--- src/rtl/ones_gen_pkg.sv ---
`default_nettype none
// ============================================================================
// ones_gen_pkg : shared state encoding and count-clamp helper for ones_generator
// Revision     : 1.0
// ============================================================================
package ones_gen_pkg;

    localparam logic [1:0] ST_IDLE = 2'd0;
    localparam logic [1:0] ST_RUN  = 2'd1;
    localparam logic [1:0] ST_DONE = 2'd2;

    typedef enum logic [1:0] {
        IDLE = ST_IDLE,
        RUN  = ST_RUN,
        DONE = ST_DONE
    } state_e;

    function automatic int unsigned clamp_count(input int unsigned count,
                                                input int unsigned limit);
        return (count > limit) ? limit : count;
    endfunction

endpackage
`default_nettype wire

--- src/rtl/ones_gen_ctrl.sv ---
`default_nettype none
// ============================================================================
// ones_gen_ctrl : IDLE/RUN/DONE sequencer steering the ones_generator datapath
// Revision      : 1.0
// ============================================================================
module ones_gen_ctrl
    import ones_gen_pkg::*;
(
    input  logic clk,
    input  logic reset,
    input  logic start,
    input  logic remaining_zero,
    output logic load,
    output logic shift,
    output logic done_state
);

    state_e r_state;
    state_e w_next;

    always_ff @(posedge clk) begin
        if (reset) begin
            r_state <= IDLE;
        end else begin
            r_state <= w_next;
        end
    end

    // start is ignored in RUN: a run always completes once loaded
    always_comb begin
        w_next = r_state;
        case (r_state)
            IDLE:    if (start)          w_next = RUN;
            RUN:     if (remaining_zero) w_next = DONE;
            DONE:    if (!start)         w_next = IDLE;
            default:                     w_next = IDLE;
        endcase
    end

    assign load       = (r_state == IDLE) && start;
    assign shift      = (r_state == RUN) && !remaining_zero;
    assign done_state = (r_state == DONE);

endmodule
`default_nettype wire

--- src/rtl/ones_generator.sv ---
`default_nettype none
// ============================================================================
// ones_generator : shifts in a requested number of 1s at the LSB end of a word.
// Optional serial tap enabled by macro ONES_GEN_SERIAL_EN.   Revision : 1.0
// ============================================================================
module ones_generator
    import ones_gen_pkg::*;
#(
    parameter int unsigned WIDTH     = 8,
    parameter int unsigned CNT_WIDTH = 4
) (
    input  logic                 clk,
    input  logic                 reset,
    input  logic                 start,
    input  logic [CNT_WIDTH-1:0] count_in,
    output logic [WIDTH-1:0]     pattern,
    output logic                 done,
    output logic                 sat
`ifdef ONES_GEN_SERIAL_EN
    ,
    output logic                 ser_out,
    output logic                 ser_valid
`endif
);

    if (CNT_WIDTH < $clog2(WIDTH + 1)) begin : g_bad_cnt_width
        $error("ones_generator: CNT_WIDTH too narrow to hold WIDTH");
    end

    logic [CNT_WIDTH-1:0] r_remaining;
    logic [CNT_WIDTH-1:0] w_clamped;
    logic                 w_over;
    logic                 w_load;
    logic                 w_shift;
    logic                 w_done_state;

    assign w_clamped = CNT_WIDTH'(clamp_count(32'(count_in), WIDTH));
    assign w_over    = 32'(count_in) > WIDTH;

    ones_gen_ctrl u_ctrl (
        .clk            (clk),
        .reset          (reset),
        .start          (start),
        .remaining_zero (r_remaining == '0),
        .load           (w_load),
        .shift          (w_shift),
        .done_state     (w_done_state)
    );

    // shift is only issued with remaining != 0, so the decrement cannot wrap
    always_ff @(posedge clk) begin
        if (reset) begin
            pattern     <= '0;
            sat         <= 1'b0;
            r_remaining <= '0;
        end else if (w_load) begin
            pattern     <= '0;
            sat         <= w_over;
            r_remaining <= w_clamped;
        end else if (w_shift) begin
            pattern     <= (pattern << 1) | WIDTH'(1);
            r_remaining <= r_remaining - CNT_WIDTH'(1);
        end
    end

    assign done = w_done_state;

`ifdef ONES_GEN_SERIAL_EN
    assign ser_out   = w_shift;
    assign ser_valid = w_shift;
`endif

endmodule
`default_nettype wire
--- config.mk ---
export PLATFORM = sky130hd
export DESIGN_NAME = ones_generator
export DESIGN_NICKNAME = d
export VERILOG_FILES = /design/src/rtl/ones_gen_pkg.sv /design/src/rtl/ones_gen_ctrl.sv /design/src/rtl/ones_generator.sv
export SDC_FILE = /design/constraint.sdc
export NUM_CORES = 1
export LEC_CHECK = 0
export ABC_AREA = 1
export BUFFER_PORTS_ARGS = -buffer_cell sky130_fd_sc_hd__buf_2
export CORE_ASPECT_RATIO = 1.4
export CORE_MARGIN = 10
export CORE_UTILIZATION = 39
export CTS_CLUSTER_DIAMETER = 50
export DETAILED_ROUTE_END_ITERATION = 10
export HOLD_SLACK_MARGIN = 0.08
export PLACE_DENSITY = 0.75
export SYNTH_ARGS = -nofsm -noshare
export SYNTH_HDL_FRONTEND = slang
export SYNTH_SLANG_ARGS = --single-unit
--- constraint.sdc ---
create_clock -name clk -period 1.25 [get_ports clk]
set_input_delay 0.25 -clock clk [delete_from_list [all_inputs] [get_ports clk]]
set_output_delay 0.25 -clock clk [all_outputs]
set_load 0.02 [all_outputs]
# Word level (Yosys, flattened, before mapping)
# Index checks and enable logic that the tools add are counted.
[classes]
addsub = 1
order_cmp = 1
eq_ne = 5
muxes = 7
n_reduce_logical = 8
[ops]
columns = ["op", "n"]
rows = [
  ["4-bit 2-to-1 mux", 3],
  ["2-bit 2-to-1 mux", 3],
  ["2-bit one-hot mux with 3 select lines", 1],
  ["4-bit > comparator (second input constant)", 1],
  ["4-bit logical NOT", 1],
  ["2-bit != test (second input constant)", 2],
  ["4-bit by 1-bit subtractor with 4-bit output (second input constant)", 1],
  ["3-bit AND reduction", 1],
  ["2-bit by 1-bit == test with 1-bit output (second input constant)", 1],
  ["2-bit == test (second input constant)", 1],
  ["1-bit logical AND", 2],
  ["2-bit logical NOT", 1],
  ["2-bit by 1-bit != test with 1-bit output (second input constant)", 1],
  ["2-bit nonzero test", 1],
  ["2-bit OR reduction", 1],
  ["1-bit logical NOT", 1],
]
[word_totals]
reg_bits = 15
inputBits = 7
output_inout_bits = 10
wordCells = 26

# Logic depth before layout (Yosys ltp)
# Gate-level depths: netlist (run 1).
[depth]
word_depth = 5
mapped_depth = 9
depth_no_buf = 9

# Cells and area by module
# From an unflattened synthesis (run 1), not the netlist that was laid out.
[hier_totals]
hier_cells = 94
area_unflattened_um2 = 683.2
[by_module_without_submodules]
columns = ["module", "instances", "cells_per_inst", "area_per_inst_um2", "seq_area_each_um2"]
rows = [
  ["ones_generator", 1, 81, 586.8, 260.2],
  ["ones_gen_ctrl", 1, 13, 96.3, 40.0],
]

# Least setup slack after synthesis (run 1)
# No wires, ideal clock.
[synth_path]
kind = "register to register"
start = "register r_remaining[0]"
end = "register r_remaining[2]"
setup_time_ns = 0.070
arrival_ns = 1.097
t_required_ns = 1.180
setup_slack_ns = 0.084
stages_incl_launch_ff = 8
n_path_buf = 1
synth_period_minus_slack_ns = 1.166
path_cell_list = "dfxtp_1 > inv_1 > ha_1 > nand3_1 > nand2_2 > buf_4 > nand3_1 > a21oi_1"
[synth_between]
elab_chain_len = 4
elab_cells_between_ends = 7
cone_classes = "add/sub (1); mux (2); reduce/logical (4)"
[synth_rtl]
columns = ["element", "line_no", "source"]
rows = [
  ["start, declared", "ones_generator.sv:30", "logic [CNT_WIDTH-1:0] r_remaining;"],
  ["start signal, assigned", "ones_generator.sv:59", "r_remaining <= w_clamped;"],
  ["start signal, assigned", "ones_generator.sv:62", "r_remaining <= r_remaining - CNT_WIDTH'(1);"],
  ["parallel branches: the longest is 4 deep, another holds 4-bit by 1-bit subtractor with 4-bit output", "-", ""],
]
# Several ways; the timed one is not identified. The select of a mux whose other input is x is not followed.
# A chain may end at the register's enable or synchronous reset.

# Final worst setup path (run 1)
[layout_path]
start = "register u_ctrl.r_state[1]"
end = "output done"
[layout_between]
elab_chain_len = 1
[layout_rtl]
columns = ["element", "line_no", "source"]
rows = [
  ["start, declared", "ones_gen_ctrl.sv:18", "state_e r_state;"],
  ["start signal, assigned", "ones_gen_ctrl.sv:25", "r_state <= w_next;"],
  ["2-bit == test", "ones_gen_ctrl.sv:42", "assign done_state = (r_state == DONE);"],
  ["end, declared", "ones_generator.sv:17", "output logic done,"],
]
# Every way passes these cells.

==> results of run 1 <==
==> cell families (layout without fill, tap and decap cells) <==
logic type | count (synthesis) | in the layout
and+or+nand+nor | 55 | 55
buffers and inverters | 18 | 40
AOI/OAI and AO/OA | 16 | 16
DFF | 15 | 15
adders and majority gates | 1 | 1
==> cell usage after synthesis (all sizes together) <==
cell type | n | share of area [%]
inv | 16 | 8.5
nand3 | 9 | 6.4
o31ai | 1 | 1.1
dfxtp | 15 | 42
ha | 1 | 1.8
nor2 | 8 | 4.6
a21oi | 13 | 9.2
buf | 2 | 1.8
o21ai | 1 | 0.71
nand4 | 1 | 0.88
nand2 | 37 | 22
o21a | 1 | 1.1
==> final cells by class <==
type	instances	area [um^2]	share of cell area, %
clock buffers	3	22.52	2.528
clock inverters	1	5.005	0.5618
inverters	16	60.06	6.742
multi-input cells	72	360.3	40.45
flip-flops and latches	15	301.5	33.85
well taps	20	25.02	2.809
repair buffers	20	116.4	13.06
==> through the flow <==
stage | util [%] | hold slack (ps) | worst slack (ps) | power (mW) | setup TNS [ps]
after floorplan | - | 319.1 | 83.67 | 0.8310 | 0
after global placement | 46.87 | 454.6 | 58.20 | 0.9178 | 0
after detailed placement | 46.87 | 466.6 | 14.46 | 0.9297 | 0
after CTS | 49.29 | 214.9 | 15.75 | 1.223 | 0
after global routing | 50.71 | 212.8 | -49.18 | 1.348 | -97.64
final | 50.71 | 226.6 | 34.21 | 1.258 | 0
==> power by group <==
group,internal [mW],switching (mW)
Clock,0.119,0.158
Sequential,0.519,0.0251
Combinational,0.172,0.265
==> timing repair <==
| item | 4_1_cts | 5_1_grt |
|---|---|---|
| buffers inserted | 0 | 1 |
| setup endpoints to repair | 3 | 12 |
| gates resized for setup | 5 | 4 |
| endpoints found under the hold margin | 0 | 0 |
| pin swaps | 1 | 2 |
==> sequential cells by signal, indices dropped and copies added (netlist names) <==
name            cells
r_remaining         4
u_ctrl.r_state      2
sat                 1
pattern             8
==> per-layer routing <==
metal,GRT usage (%),part of all wire (%),vias up
li1,-,-,373
met1,7.035,40,333
met2,16.56,54,11
met4,5.630,3.3,0
met5,0,0,-
met3,2.351,2.9,7
==> worst max path at each step <==
stage / endpoint / slack (ps) / cells past startpoint
6_report: done / 30 / 3
5_1_grt: r_remaining[0]$_SDFFE_PP0P_ / -50 / 6
4_1_cts: pattern[5]$_SDFFE_PP0P_ / 20 / 7
3_5_place_dp: pattern[4]$_SDFFE_PP0P_ / 10 / 7
3_3_place_gp: r_remaining[0]$_SDFFE_PP0P_ / 60 / 8
2_1_floorplan: r_remaining[2]$_SDFFE_PP0P_ / 80 / 7
==> worst max-delay path, cell delays in order (launching register included) <==
cell and delay (ps):
dfxtp_2 350, inv_2 50, nor2_1 130, buf_4 160
==> results.json, run 1 <==
{
  "hold_violations": 0,
  "hold_buffers": 0,
  "setup_viol": 0,
  "muxShareOfSynthArea_pct": 0,
  "yosys.area_share.simple_pct": 33.57,
  "hp-class": "in -> reg",
  "grt_max_degree": 10,
  "slew_headroom_pct": 82.03,
  "syn_nets": 113,
  "grt_overflow": 0,
  "required_ps": 1000,
  "cp-startpoint": "u_ctrl.r_state[1]$_SDFFE_PP0P_",
  "drtAntennaViolNets": 0,
  "synth_top_family_by_area": "simple AND/OR/NAND/NOR gates",
  "ioPinCount": 17,
  "routed_wl_um": 1682,
  "grt_pass1_vias": 758,
  "insertion_delay_ps": 290,
  "ys.warnings.count": 0,
  "p_leak_nw": 0.4530,
  "rows": 18,
  "die_h_um": 70.42,
  "initial_core_util_pct": 40.31,
  "die-area_um2": 3945,
  "first_pass_iters": 3,
  "synthAdderAreaFrac_pct": 1.767,
  "reg2regPathDepth": 6,
  "hold_end": "r_remaining[3]$_SDFFE_PP0P_",
  "stdcell_area_um2": 890.9,
  "critPathLaunchType": "flop",
  "reg2reg_to": "r_remaining[0]$_SDFFE_PP0P_",
  "ys_types": 17,
  "syn_avg_cell_area_um2": 6.745,
  "skew_ps": 6.612,
  "rsz0062_at_grt": "yes",
  "htree_levels": 1,
  "cp_max_fo": 3,
  "place_inst": 142,
  "dpl_cell_area_um2": 823.3,
  "synth_area_um2": 708.2,
  "instances_no_fill": 147,
  "ir_worst_vdd_mv": 0.7965,
  "antenna_found_initial": 0,
  "cts_tree": "built",
  "vias": 724,
  "clkTransAtPathRegs_ps": 90,
  "layout_common_cells": "nand2_1, buf_2, dfxtp_1, a21oi_1, inv_1",
  "max_cap_viol_count": 0,
  "core_um2": 1757,
  "layout_commonest_cell": "nand2_1",
  "rr_startpoint": "u_ctrl.r_state[0]$_SDFFE_PP0P_",
  "finalNetCount": 136,
  "n_fill_cell": 165,
  "grt_pass1_wl_um": 2884,
  "tightestPinTransition_ps": 269.3,
  "syn2layout_area_growth_pct": 25.80,
  "dp_hpwl_um": 1276,
  "drive_gt1_share_pct": 29.92,
  "synthXorXnorAreaFrac_pct": 0,
  "gp_congestion": 0.8931,
  "grt_use_total_pct": 8.500,
  "io_buffers": 16,
  "end_kind": "primary output",
  "numCtsBuffers": 3,
  "max_freq_ghz": 0.8225,
  "num_antenna_cells": 0,
  "syn_inst": 105,
  "fin_crit_ps": 1216,
  "vias_per_cell": 4.925,
  "wl_per_cell_um": 11.44,
  "clockBufferDepth": 2,
  "drc_errors": 0,
  "synth_compound_area_share_pct": 12.01,
  "p_per_area_nw_per_um2": 1412,
  "die_w_um": 56.02,
  "r2r_setup_slack_ps": 50,
  "cts_root_buf": "clkbuf_4",
  "arrival_ps": 970,
  "fin_crit_sh_pct": 97.26,
  "ys_ff_latch": 15,
  "hold_start": "reset",
  "critPathKind": "reg -> out",
  "outcome": "finished clean",
  "cts.sinks": 15,
  "seq_area_frac_synth_pct": 42.40,
  "drt_iter0_markers": 20,
  "min_path_cells": 2,
  "slew_viol_final": 0
}
Power figures use the tool's default switching activity.
==> run 2, diff against run 1 <==
==> constraint.sdc (replaced) <==
create_clock -name clk -period 1.25 [get_ports clk]
set_input_delay 0.125 -clock clk [delete_from_list [all_inputs] [get_ports clk]]
set_output_delay 0.125 -clock clk [all_outputs]
set_load 0.02 [all_outputs]
==> results.json, run 2 (same netlist as run 1, synthesis figures left out) <==
{
  "grt_overflow": 0,
  "max_cap_viol_count": 0,
  "fin_crit_ps": 1171,
  "routed_wl_um": 1678,
  "die_h_um": 70.42,
  "layout_commonest_cell": "nand2_1",
  "rsz0062_at_grt": "yes",
  "clockBufferDepth": 2,
  "end_kind": "flop",
  "grt_pass1_vias": 758,
  "htree_levels": 1,
  "hold_violations": 0,
  "slowest_delay_ps": 320,
  "initial_core_util_pct": 40.31,
  "setup_viol": 0,
  "skew_ps": 6.860,
  "largest-register": "pattern",
  "dpl_cell_area_um2": 823.3,
  "clkTransAtPathRegs_ps": 90,
  "core_um2": 1757,
  "grt_max_degree": 10,
  "ir_worst_vdd_mv": 0.7953,
  "drc_errors": 0,
  "numCtsBuffers": 3,
  "power_frac_comb_pct": 34.7,
  "reg_top3": "pattern (8), r_remaining (4), u_ctrl.r_state (2)",
  "vias_per_cell": 4.946,
  "stdcell_area_um2": 893.4,
  "antenna_found_initial": 0,
  "finalNetCount": 136,
  "gp_congestion": 0.8931,
  "cts_tree": "built",
  "internal-power_mw": 0.8110,
  "rows": 18,
  "grt_use_total_pct": 8.500,
  "outcome": "finished clean",
  "drt_iter0_markers": 22,
  "worst_slack_ps": 78.71,
  "crit_family": "flip-flops",
  "fin_crit_sh_pct": 93.70,
  "drive_gt1_share_pct": 29.92,
  "p_seq_share_pct": 43.3,
  "critPathKind": "reg -> reg",
  "insertion_delay_ps": 290,
  "required_ps": 1480,
  "p_per_area_nw_per_um2": 1412,
  "power_mw": 1.261,
  "vias": 727,
  "layout_common_cells": "nand2_1, buf_2, dfxtp_1, a21oi_1, inv_1",
  "arrival_ps": 1400,
  "die_w_um": 56.02,
  "wl_per_cell_um": 11.41,
  "cp_max_fo": 7,
  "place_ws_ps": 14.46,
  "dp_hpwl_um": 1276,
  "tightestPinTransition_ps": 223.6,
  "ioPinCount": 17,
  "swShare_pct": 35.70,
  "syn2layout_area_growth_pct": 26.15,
  "first_pass_iters": 4,
  "crit_chain": "inv_1 -> ha_4 -> nand3_2 -> nand2_4 -> buf_6 -> nand2_1 -> a21oi_1",
  "hp-class": "in -> reg",
  "slew_headroom_pct": 84.96,
  "clockPowerShare_pct": 21.9,
  "drtAntennaViolNets": 0,
  "path_buf_inv": 2,
  "max_freq_ghz": 0.8538,
  "p_leak_nw": 0.4549,
  "cts_root_buf": "clkbuf_4",
  "slew_viol_final": 0,
  "critPathLaunchType": "flop",
  "io_buffers": 16,
  "grt_pass1_wl_um": 2884,
  "whs_ps": 101.6,
  "slowest_stage": "dfxtp_1",
  "switching_power_mw": 0.4503,
  "largest_reg_flops": 8,
  "die-area_um2": 3945,
  "num_antenna_cells": 0,
  "cts.sinks": 15
}
## run 2: worst paths after layout
path / from / endpoint / slack (ps) / cells past startpoint
worst max-delay path: r_remaining[1]$_SDFFE_PP0P_ / pattern[5]$_SDFFE_PP0P_ / 80 / 7
worst max register to register: r_remaining[1]$_SDFFE_PP0P_ / pattern[5]$_SDFFE_PP0P_ / 80 / 7
worst min-delay path: reset / r_remaining[3]$_SDFFE_PP0P_ / 100 / 2
worst min register to register: pattern[7]$_SDFFE_PP0P_ / pattern[7]$_SDFFE_PP0P_ / 470 / 2
## run 2: through the flow
stage / setup TNS (ps) / utilization, % / std cells
2_1_floorplan: 0 / - / 105
3_3_place_gp: 0 / 46.87 / 142
3_5_place_dp: 0 / 46.87 / 142
4_1_cts: 0 / 49.07 / 146
5_1_grt: -4.788 / 50.85 / 147
6_report: 0 / 50.85 / 147
## run 2: timing repair
| item | 4_1_cts | 5_1_grt |
|---|---|---|
| resized for setup | 3 | 6 |
| setup endpoints to repair | 2 | 11 |
| pin swaps | 1 | 2 |
| setup buffers | 0 | 1 |
| hold buffers | 0 | 0 |
## run 2: power groups by stage
stage / sequential (mW) / combinational (mW) / clock, mW
floorplan: 0.560 / 0.271 / 0
global placement: 0.553 / 0.365 / 0
detailed placement: 0.553 / 0.377 / 0
CTS: 0.542 / 0.394 / 0.284
global route: 0.552 / 0.494 / 0.307
finish: 0.547 / 0.438 / 0.277
## run 2: area by class of cell
type | count | area (um^2)
Fill cell | 166 | 863.3
Multi-Input combinational cell | 72 | 365.4
Sequential cell | 15 | 301.5
Timing Repair Buffer | 20 | 113.9
Inverter | 16 | 60.06
Tap cell | 20 | 25.02
Clock buffer | 3 | 22.52
Clock inverter | 1 | 5.005
## run 2: routing by layer
metal / vias up / routed length [um] / track usage, %
li1: 373 / - / -
met1: 336 / 669 / 7.035
met2: 11 / 903 / 16.56
met3: 7 / 49 / 2.351
met4: 0 / 56 / 5.630
met5: - / 0 / 0
==> run 3, diff against run 2 <==
--- a/config.mk
+++ b/config.mk
@@ -13,7 +13,7 @@
 export CTS_CLUSTER_DIAMETER = 50
 export DETAILED_ROUTE_END_ITERATION = 10
 export HOLD_SLACK_MARGIN = 0.08
-export PLACE_DENSITY = 0.75
+export PLACE_DENSITY = 0.61
 export SYNTH_ARGS = -nofsm -noshare
 export SYNTH_HDL_FRONTEND = slang
 export SYNTH_SLANG_ARGS = --single-unit
==> results.json, run 3 (same netlist as run 1, synthesis figures left out) <==
{
  "outcome": "finished clean",
  "routed_wl_um": 1573,
  "cts_tree": "built",
  "reg2regPathDepth": 8,
  "drtAntennaViolNets": 0,
  "drt_iter0_markers": 21,
  "max_freq_ghz": 0.8574,
  "stdcell_area_um2": 913.4,
  "critPathKind": "reg -> reg",
  "cts.sinks": 15,
  "fin_crit_sh_pct": 93.31,
  "core_um2": 1757,
  "first_pass_iters": 4,
  "hold_end": "r_remaining[2]$_SDFFE_PP0P_",
  "clockBufferDepth": 2,
  "largest-register": "pattern",
  "power_frac_comb_pct": 35.1,
  "num_antenna_cells": 0,
  "max_cap_viol_count": 0,
  "wl_per_cell_um": 10.56,
  "gp_congestion": 0.7573,
  "place_inst": 143,
  "hold_buffers": 0,
  "largest_reg_flops": 8,
  "numCtsBuffers": 3,
  "fin_crit_ps": 1166,
  "vias_per_cell": 4.691,
  "rows": 18,
  "antenna_found_initial": 0,
  "vias": 699,
  "grt_overflow": 0,
  "dpl_cell_area_um2": 830.8,
  "p_per_area_nw_per_um2": 1401,
  "switching_power_mw": 0.4543,
  "layout_commonest_cell": "nand2_1",
  "hold_violations": 0,
  "layout_common_cells": "nand2_1, buf_2, dfxtp_1, a21oi_1, inv_1",
  "rr_startpoint": "r_remaining[1]$_SDFFE_PP0P_",
  "dp_hpwl_um": 1221,
  "hold_start": "reset",
  "grt_pass1_wl_um": 2822,
  "finish.utilization_pct": 51.99,
  "internal-power_mw": 0.8254,
  "min_path_cells": 2,
  "tightestPinTransition_ps": 285.2,
  "instances_no_fill": 149,
  "io_buffers": 16,
  "drive_gt1_share_pct": 31.78,
  "reg_top3": "pattern (8), r_remaining (4), u_ctrl.r_state (2)",
  "finalNetCount": 138,
  "swShare_pct": 35.50,
  "die_h_um": 70.42,
  "die_w_um": 56.02,
  "skew_ps": 0.8349,
  "initial_core_util_pct": 40.31,
  "p_seq_share_pct": 42.6,
  "p_leak_nw": 0.4625,
  "cp_max_fo": 7,
  "critPathLaunchType": "flop",
  "clockPowerShare_pct": 22.4,
  "r2r_setup_slack_ps": 80,
  "arrival_ps": 1410,
  "end_kind": "flop",
  "clkTransAtPathRegs_ps": 100,
  "grt_max_degree": 10,
  "die-area_um2": 3945,
  "hp-class": "in -> reg",
  "insertion_delay_ps": 280,
  "required_ps": 1490,
  "cts_root_buf": "clkbuf_4",
  "reg2reg_to": "r_remaining[0]$_SDFFE_PP0P_",
  "grt_use_total_pct": 8.211,
  "ioPinCount": 17,
  "slew_headroom_pct": 80.94,
  "ir_worst_vdd_mv": 0.9489,
  "syn2layout_area_growth_pct": 28.98,
  "grt_pass1_vias": 692,
  "htree_levels": 1,
  "drc_errors": 0,
  "setup_viol": 0,
  "slew_viol_final": 0
}
-- run 3: critical path: stages, from the launching register on --
cell	delay, ps
dfxtp_1	350
inv_2	50
ha_4	160
nand3_2	90
nand2_4	90
buf_4	140
a21oi_1	120
nand2_1	60
inv_1	50
-- run 3: power by group through the flow --
stage | registers, mW | logic [mW] | clock network [mW]
3_5_place_dp | 0.554 | 0.379 | 0
6_report | 0.545 | 0.449 | 0.286
5_1_grt | 0.549 | 0.519 | 0.318
2_1_floorplan | 0.560 | 0.271 | 0
4_1_cts | 0.543 | 0.419 | 0.298
3_3_place_gp | 0.553 | 0.382 | 0
-- run 3: worst max-delay path by stage --
| stage | startpoint | endpoint | slack, ps | cells past startpoint |
|---|---|---|---|---|
| finish | r_remaining[1]$_SDFFE_PP0P_ | r_remaining[0]$_SDFFE_PP0P_ | 80 | 8 |
| global route | r_remaining[1]$_SDFFE_PP0P_ | r_remaining[0]$_SDFFE_PP0P_ | -0.3 | 8 |
| CTS | r_remaining[0]$_SDFFE_PP0P_ | pattern[2]$_SDFFE_PP0P_ | 1 | 7 |
| detailed placement | r_remaining[0]$_SDFFE_PP0P_ | pattern[2]$_SDFFE_PP0P_ | -1 | 7 |
| global placement | r_remaining[0]$_SDFFE_PP0P_ | pattern[2]$_SDFFE_PP0P_ | 30 | 7 |
| floorplan | r_remaining[0]$_SDFFE_PP0P_ | r_remaining[2]$_SDFFE_PP0P_ | 80 | 7 |
-- run 3: area by class of cell --
cell class | count | area (um^2)
tap | 20 | 25.02
fill | 182 | 843.3
inverter | 16 | 62.56
multi-input combinational | 72 | 365.4
clock inverter | 1 | 5.005
clock buffer | 3 | 22.52
timing repair buffer | 22 | 132.6
sequential | 15 | 300.3
-- run 3: stage by stage --
step	TNS (ps)	total power, mW	hold slack, ps	setup WS, ps
detailed placement	-1.453	0.9332	398.1	-1.453
global placement	0	0.9350	396.9	34.41
floorplan	0	0.8310	194.1	83.67
finish	0	1.280	87.36	83.62
CTS	0	1.260	83.77	1.182
global route	-0.3405	1.385	97.04	-0.3405
-- run 3: timing repair --
item | in CTS | in global routing
gates resized for setup | 5 | 6
endpoints found under the setup margin | 7 | 12
pin swaps | 1 | 2
buffers inserted | 2 | 0
-- run 3: per-layer routing --
layer | wire, um | global-route usage (%) | part of all wire, %
met1 | 707 | 9.036 | 45
met2 | 800 | 14.59 | 51
met3 | 41 | 1.808 | 2.6
met4 | 23 | 3.217 | 1.5
met5 | 0 | 0 | 0
